--- config.mk ---
export PLATFORM = sky130hd
export DESIGN_NAME = btn_encoder
export DESIGN_NICKNAME = d
export VERILOG_FILES = /design/src/rtl/btn_enc_pkg.sv /design/src/rtl/btn_debounce.sv /design/src/rtl/btn_encoder.sv
export SDC_FILE = /design/constraint.sdc
export NUM_CORES = 1
export LEC_CHECK = 0
export CORE_MARGIN = 1.5
export CORE_UTILIZATION = 51
export CTS_BUF_LIST = sky130_fd_sc_hd__clkbuf_16
export CTS_CLUSTER_DIAMETER = 50
export DETAILED_ROUTE_END_ITERATION = 10
export GPL_ROUTABILITY_DRIVEN = 0
export PLACE_DENSITY = 0.74
export REMOVE_ABC_BUFFERS = 1
export SLEW_MARGIN = 20
export SYNTH_ARGS = -nofsm -noshare
export SYNTH_HDL_FRONTEND = slang
export SYNTH_HIERARCHICAL = 1
export SYNTH_SLANG_ARGS = --single-unit
export TNS_END_PERCENT = 20
--- constraint.sdc ---
create_clock -name clk -period 2 [get_ports clk]
set_input_delay 0.2 -clock clk [delete_from_list [all_inputs] [get_ports clk]]
set_output_delay 0.2 -clock clk [all_outputs]
set_load 0.005 [all_outputs]
--- src/rtl/btn_enc_pkg.sv ---
// Shared types for the push-button encoder: FSM states, code type and the
// priority encoder that maps a debounced pattern to a button index.
package btn_enc_pkg;

   typedef enum logic [1:0] {
      IDLE = 2'b00,
      PEND = 2'b01,
      HELD = 2'b10
   } state_e;

   typedef logic [1:0] code_t;

   // Highest pressed button wins.
   function automatic code_t prio_enc(input logic [3:0] pat);
      code_t c;
      c = 2'b00;
      if (pat[3]) begin
         c = 2'b11;
      end else if (pat[2]) begin
         c = 2'b10;
      end else if (pat[1]) begin
         c = 2'b01;
      end else begin
         c = 2'b00;
      end
      return c;
   endfunction

endpackage

--- src/rtl/btn_debounce.sv ---
// Two-flop synchronizer followed by a shared-counter debouncer for a button
// vector; the debounced pattern only moves after DEBOUNCE_CYCLES stable samples.
module btn_debounce #(
   parameter int unsigned DEBOUNCE_CYCLES = 50000,
   parameter int unsigned WIDTH           = 4
) (
   input  logic             clk,
   input  logic             rst_n,
   input  logic [WIDTH-1:0] btn_i,
   output logic [WIDTH-1:0] db_o
);

   localparam int unsigned CW = (DEBOUNCE_CYCLES > 1) ? $clog2(DEBOUNCE_CYCLES) : 1;
   localparam logic [CW-1:0] CNT_LAST = CW'(DEBOUNCE_CYCLES - 1);

   logic [WIDTH-1:0] sync1_q;
   logic [WIDTH-1:0] sync2_q;
   logic [WIDTH-1:0] db_q;
   logic [WIDTH-1:0] db_d;
   logic [CW-1:0]    cnt_q;
   logic [CW-1:0]    cnt_d;

   // Stability counter: sync1 != sync2 means sync2 is about to change, so restart.
   always_comb begin
      db_d  = db_q;
      cnt_d = {CW{1'b0}};
      if (sync1_q != sync2_q) begin
         cnt_d = {CW{1'b0}};
      end else if (sync2_q == db_q) begin
         cnt_d = {CW{1'b0}};
      end else if (cnt_q == CNT_LAST) begin
         db_d  = sync2_q;
         cnt_d = {CW{1'b0}};
      end else begin
         cnt_d = cnt_q + CW'(1);
      end
   end

   always_ff @(posedge clk or negedge rst_n) begin
      if (!rst_n) begin
         sync1_q <= {WIDTH{1'b0}};
         sync2_q <= {WIDTH{1'b0}};
         db_q    <= {WIDTH{1'b0}};
         cnt_q   <= {CW{1'b0}};
      end else begin
         sync1_q <= btn_i;
         sync2_q <= sync1_q;
         db_q    <= db_d;
         cnt_q   <= cnt_d;
      end
   end

   assign db_o = db_q;

endmodule

--- src/rtl/btn_encoder.sv ---
// Debounced 4-button priority encoder with valid/ready event output and a
// sticky overrun flag. Define BTN_ENCODER_REPEAT_EN to enable auto-repeat.
module btn_encoder #(
   parameter int unsigned DEBOUNCE_CYCLES = 50000,
   parameter int unsigned REPEAT_CYCLES   = 5000000
) (
   input  logic       clk,
   input  logic       rst_n,
   input  logic [3:0] btn,
   output logic [1:0] code,
   output logic       valid,
   input  logic       ready,
   output logic       overrun
);

   import btn_enc_pkg::*;

   logic [3:0] db_s;
   logic       fire_s;
   state_e     state_q;
   state_e     state_d;
   code_t      code_q;
   code_t      code_d;
   logic       valid_q;
   logic       valid_d;
   logic       overrun_q;
   logic       overrun_d;
   logic       rel_q;
   logic       rel_d;

`ifdef BTN_ENCODER_REPEAT_EN
   localparam int unsigned RW = (REPEAT_CYCLES > 2) ? $clog2(REPEAT_CYCLES) : 1;
   localparam logic [RW-1:0] RPT_LAST = RW'(REPEAT_CYCLES - 1);
   logic [RW-1:0] rpt_q;
   logic [RW-1:0] rpt_d;
   logic [3:0]    db_prev_q;
`endif

   btn_debounce #(
      .DEBOUNCE_CYCLES(DEBOUNCE_CYCLES),
      .WIDTH          (4)
   ) u_debounce (
      .clk  (clk),
      .rst_n(rst_n),
      .btn_i(btn),
      .db_o (db_s)
   );

   assign fire_s = valid_q & ready;

   // rel_q remembers a full release seen while an event is still pending.
   always_comb begin
      state_d   = state_q;
      code_d    = code_q;
      overrun_d = overrun_q;
      rel_d     = 1'b0;
`ifdef BTN_ENCODER_REPEAT_EN
      rpt_d     = {RW{1'b0}};
`endif
      case (state_q)
         IDLE: begin
            if (db_s != 4'b0000) begin
               state_d = PEND;
               code_d  = prio_enc(db_s);
            end else begin
               state_d = IDLE;
            end
         end
         PEND: begin
            if (fire_s) begin
               if (db_s != 4'b0000) begin
                  state_d = HELD;
`ifdef BTN_ENCODER_REPEAT_EN
                  rpt_d   = RW'(1);
`endif
               end else begin
                  state_d = IDLE;
               end
            end else if (db_s == 4'b0000) begin
               rel_d = 1'b1;
            end else if (rel_q) begin
               overrun_d = 1'b1;
            end else begin
               rel_d = 1'b0;
            end
         end
         HELD: begin
            if (db_s == 4'b0000) begin
               state_d = IDLE;
`ifdef BTN_ENCODER_REPEAT_EN
            end else if (db_s != db_prev_q) begin
               rpt_d = {RW{1'b0}};
            end else if (rpt_q == RPT_LAST) begin
               state_d = PEND;
            end else begin
               rpt_d = rpt_q + RW'(1);
            end
`else
            end else begin
               state_d = HELD;
            end
`endif
         end
         default: begin
            state_d = IDLE;
         end
      endcase
      valid_d = (state_d == PEND);
   end

   always_ff @(posedge clk or negedge rst_n) begin
      if (!rst_n) begin
         state_q   <= IDLE;
         code_q    <= 2'b00;
         valid_q   <= 1'b0;
         overrun_q <= 1'b0;
         rel_q     <= 1'b0;
`ifdef BTN_ENCODER_REPEAT_EN
         rpt_q     <= {RW{1'b0}};
         db_prev_q <= 4'b0000;
`endif
      end else begin
         state_q   <= state_d;
         code_q    <= code_d;
         valid_q   <= valid_d;
         overrun_q <= overrun_d;
         rel_q     <= rel_d;
`ifdef BTN_ENCODER_REPEAT_EN
         rpt_q     <= rpt_d;
         db_prev_q <= db_s;
`endif
      end
   end

   assign code    = code_q;
   assign valid   = valid_q;
   assign overrun = overrun_q;

endmodule

Word-level counts from Yosys, hierarchy flattened
Cells that the tools add are included.
{"block": "word_totals", "reg_bits": 35, "output_inout_bits": 4, "elab_cells": 41}
{"block": "classes", "n_addsub": 1, "n_eq_ne": 6, "n_mux": 14, "n_bitwise": 5, "n_reduce_logical": 6}
{"operator": "16-bit two-way mux", "count": 3}
{"operator": "16-bit by 1-bit adder with 16-bit output (second input constant)", "count": 1}
{"operator": "16-bit == test (second input constant)", "count": 1}
{"operator": "2-bit two-way mux", "count": 5}
{"operator": "2-bit case mux with 3 select lines", "count": 1}
{"operator": "1-bit two-way mux", "count": 5}
{"operator": "2-bit by 1-bit == test with 1-bit output (second input constant)", "count": 2}
{"operator": "4-bit == test", "count": 1}
{"operator": "4-bit logical NOT", "count": 1}
{"operator": "4-bit != test", "count": 1}
{"operator": "1-bit inverter", "count": 4}
{"operator": "4-bit AND reduction", "count": 1}
{"operator": "4-bit nonzero test", "count": 1}
{"operator": "3-bit AND reduction", "count": 1}
{"operator": "2-bit == test (second input constant)", "count": 1}
{"operator": "2-bit logical NOT", "count": 1}
{"operator": "2-bit AND reduction", "count": 1}
{"operator": "1-bit bitwise AND", "count": 1}

Depth between registers and ports, before layout
{"block": "depth", "depth_word": 5, "depth_mapped": 6}

Modules after synthesis
The synthesis kept the hierarchy.
{"module": "btn_debounce", "instances": 1, "cells_per_inst": 108, "area_each_um2": 1236.2}
{"module": "btn_encoder", "instances": 1, "cells_per_inst": 26, "area_each_um2": 289.0}

Worst setup path before layout
No wires, ideal clock.
{"block": "synth_timing", "kind": "reg2reg", "from": "register u_debounce.cnt_q[10]", "to": "register u_debounce.db_q[0], in the netlist u_debounce/db_o[0]", "setup_time_ns": 0.128, "arrival_ns": 2.038, "path_slack_ns": -0.166, "stages_incl_launch_ff": 5, "path_buffers": 0, "cell_sequence": "dfrtp_1 -> or4b_1 -> or4_4 -> nor3b_4 -> mux2_1"}
{"block": "synth_between", "elab_chain_cells": 2}
{"element": "start, declared", "line": "btn_debounce.sv:20", "rtl": "logic [CW-1:0] cnt_q;"}
{"element": "start signal, assigned", "line": "btn_debounce.sv:44", "rtl": "cnt_q <= {CW{1'b0}};"}
{"element": "start signal, assigned", "line": "btn_debounce.sv:49", "rtl": "cnt_q <= cnt_d;"}
{"element": "16-bit == test", "line": "btn_debounce.sv:31", "rtl": "end else if (cnt_q == CNT_LAST) begin"}
{"element": "3-bit AND reduction (no source line)"}
{"element": "end signal, assigned", "line": "btn_debounce.sv:43", "rtl": "db_q <= {WIDTH{1'b0}};"}
{"element": "end, declared", "line": "btn_debounce.sv:18", "rtl": "logic [WIDTH-1:0] db_q;"}
Every way passes these cells.
A chain may end at the register's enable or synchronous reset.

Worst setup path in the final report
{"block": "layout_timing", "from": "register u_debounce.cnt_q[7]", "to": "register u_debounce.db_q[2], in the netlist u_debounce/db_o[2]"}
The elaborated chain is that of the path after synthesis.

==> out/metrics.csv <==
stage,metric,value,unit
final_layout,multi_input_area,644.4,um2
placement,io_buffers,10,
worst_setup_path,startpoint,u_debounce/cnt_q[7],
worst_setup_path,timing.rr.end,u_debounce/db_o[2],
detailed_routing,wl_per_cell,13.96,um
sta,fin_skew,4.251,ps
worst_setup_path,endpoint,u_debounce/db_o[2],
die,die_w,57.69,um
synthesis,yosysUniqueCellTypes,29,
cts,cts_buffers,5,
cts,cts_sinks,35,
cts,cts_tree,yes,
final_layout,nets,176,
sta,slew_headroom,0.7233,
global_routing,antenna_found_initial,0,
detailed_routing,drtIter0Drc,31,
detailed_routing,drc,2,
cts,clk_pin_slew,50,ps
cts,cts.path.max_buffers,2,
die,rows,19,
global_routing,grt_first_pass_wirelength,4940,um
synthesis,netlist_instances,134,
placement,placed_cells,192,
synthesis,ys_warn_count,6,
sta,fin_setup_tns,-1008,ps
worst_setup_path,cpPeakStageDelay,560,ps
worst_setup_path,cp-start-kind,register,
global_routing,grt-ovfl-total,0,
synthesis,ys_seq_elements,35,
sta,hold_viol_final,0,
detailed_routing,firstDrtPassIters,7,
final_layout,area_growth,30.19,%
cts,cts.htree.levels,2,
outcome,violations,"design-rule violations, negative setup slack",
worst_setup_path,path_buf_inv,0,
final_layout,antenna_cells,0,
power,p_per_area,847.2,nW/um2
final_layout,drive_gt1_frac,0.2071,
global_routing,grt_pass1_vias,1102,
die,die_h,57.69,um
detailed_routing,wl,2791,um
sta,fin_crit,2255,ps
synthesis,syn_area,1525,um2
job,drv_cap,0,
worst_setup_path,r2r_setup_slack,-250,ps
die,coreArea,2805,um2
final_layout,seqCellArea,875.8,um2
worst_setup_path,crit_path_end_kind,register,
worst_setup_path,crit_type,register to register,
die,die_area,3328,um2
synthesis,ys_seq_area_frac,0.5742,
worst_setup_path,cp_max_fo,4,
cts,clk_latency,280,ps
detailed_routing,vias_per_cell,5.500,
global_routing,grt_max_degree,36,
die,io_pins,11,
sta,finalSetupViolCount,4,
sta,fin_ws,-254.7,ps
sta,min_period_over_period,1.127,
outcome,outcome,finished with violations,
die,start_util,0.5437,
power,power,1.682,mW
worst_setup_path,cp_top_family,simple AND/OR/NAND/NOR gates,
worst_setup_path,cp_data_arrival_time,2420,ps
sta,rsz0062_at_grt,yes,
placement,hpwl,1912,um
sta,clock.fmax,443.5,MHz
sta,worst_pin_slew,415.1,ps
sta,slew_violations,0,
worst_setup_path,required,2160,ps
final_layout,final_cell_count_no_fill,200,
power,cellLeakagePower,0.8720,nW
worst_setup_path,r2r_start,u_debounce/cnt_q[7],
cts,cts_hold_buf,0,
global_routing,grt_use_total,0.1982,
power,vdd_drop_max,0.7011,mV
worst_setup_path,path_depth,4,
final_layout,nFillCells,200,
worst_setup_path,cp_slowest_cell,or4_4,
cts,cts-root-buf,clkbuf_16,
detailed_routing,vias,1100,
worst_setup_path,reg2reg_depth,4,
hold_path,hold_class,input pin to async pin,
worst_setup_path,path_cells,or4b_1 -> or4_4 -> nor3b_4 -> mux2_4,
synthesis,syn_avg_cell_area,11.38,um2
detailed_routing,postRouteAntennaNets,0,
## layout make-up
type,count,area share
inverter,5,0.009452
clock inverter,3,0.02394
multi-input combinational,93,0.3245
sequential,35,0.4411
clock buffer,5,0.06301
tap,31,0.01953
timing repair buffer,28,0.1185
## kinds of logic after synthesis
logic type / count (synthesis) / share of synthesized area
and+or+nand+nor: 58 / 0.2108
DFF: 35 / 0.5742
xor gates and xnor gates: 21 / 0.1206
AOI/OAI and AO/OA: 8 / 0.03445
buffers and inverters: 6 / 0.01558
muxes: 5 / 0.03609
adders and majority gates: 1 / 0.008202
## power breakdown
group | internal (mW) | switching, mW | total, mW
Sequential | 0.723 | 0.0109 | 0.734
Combinational | 0.0315 | 0.0337 | 0.0652
Clock | 0.593 | 0.290 | 0.883
Total | 1.35 | 0.334 | 1.68
## layer usage
metal  vias up  GRT usage  part of all wire
met3         5    0.04688             0.028
met1       550     0.2561              0.45
met4         0    0.08970             0.016
li1        531          -                 -
met5         -          0                 0
met2        14     0.3198              0.50
## layout by cell type (no fill, tap or decap), types with 2 or more instances in the layout
cell type	n
dfrtp_1	35
nor2_1	18
buf_4	18
xnor2_1	12
clkdlybuf4s50_1	10
xor2_1	9
nand2_1	8
nor4_1	6
nand3_1	5
clkbuf_16	5
inv_1	5
nor3_1	4
mux2_4	4
o21ai_0	3
nand4_1	3
nor2b_1	2
or4_4	2
a21oi_1	2
or3_1	2
## registers in the layout (all words and copies together), names as in the netlist
register,count
rel_q,1
u_debounce/sync1_q,4
u_debounce/sync2_q,4
state_q,2
u_debounce/db_o,4
code,2
valid,1
overrun,1
u_debounce/cnt_q,16
## worst register-to-register path: stages (launching register included)
cell and delay, ps:
dfrtp_1 370, or4b_1 510, or4_4 560, nor3b_4 360, mux2_4 330
## worst min-delay path by stage
stage | end | slack [ps] | from | depth (start not counted)
2_1_floorplan | code[0] | -100 | rst_n | 0
6_report | state_q[0] | 340 | rst_n | 2
3_5_place_dp | u_debounce/sync2_q[3] | 380 | u_debounce/sync1_q[3] | 0
3_3_place_gp | u_debounce/sync2_q[1] | 380 | u_debounce/sync1_q[1] | 0
4_1_cts | u_debounce/sync1_q[0] | 350 | btn[0] | 1
5_1_grt | u_debounce/sync1_q[2] | 360 | btn[2] | 1
## cell usage after synthesis
cell	count	share of area
or2_2	1	0.0041
a21bo_1	1	0.0066
nor4_1	6	0.025
mux2_1	4	0.030
dfrtp_1	35	0.57
o21ai_0	3	0.0098
nand2b_1	1	0.0041
nand2_1	8	0.020
nor2b_1	2	0.0082
nor3b_1	1	0.0049
or4_4	2	0.015
or4b_1	2	0.013
buf_2	1	0.0033
or3_1	2	0.0082
xor2_1	9	0.052
a21boi_0	1	0.0049
a41o_1	1	0.0066
nor2_1	18	0.044
ha_1	1	0.0082
nor3b_4	1	0.012
nand4_1	3	0.012
a21oi_1	2	0.0066
inv_1	5	0.012
nand3_1	5	0.016
nand4b_1	1	0.0057
nand3b_1	1	0.0049
mux2i_1	1	0.0066
xnor2_1	12	0.069
nor3_1	4	0.013
## what timing repair did
action	in CTS	in global routing
setup endpoints to repair	4	4
resized for setup	0	5
pin swaps	0	2
setup buffers	0	0
## stage by stage
step	area, um2	setup slack [ps]	util	hold WS, ps
floorplan	1520	-165.5	-	-95.59
global placement	1794	-162.8	0.6396	377.1
detailed placement	1794	-202.7	0.6396	378.9
CTS	1967	-212.9	0.7012	350.6
global route	1986	-308.6	0.7079	359.8
finish	1986	-254.7	0.7079	336.2
(Power assumes the default switching activity.)
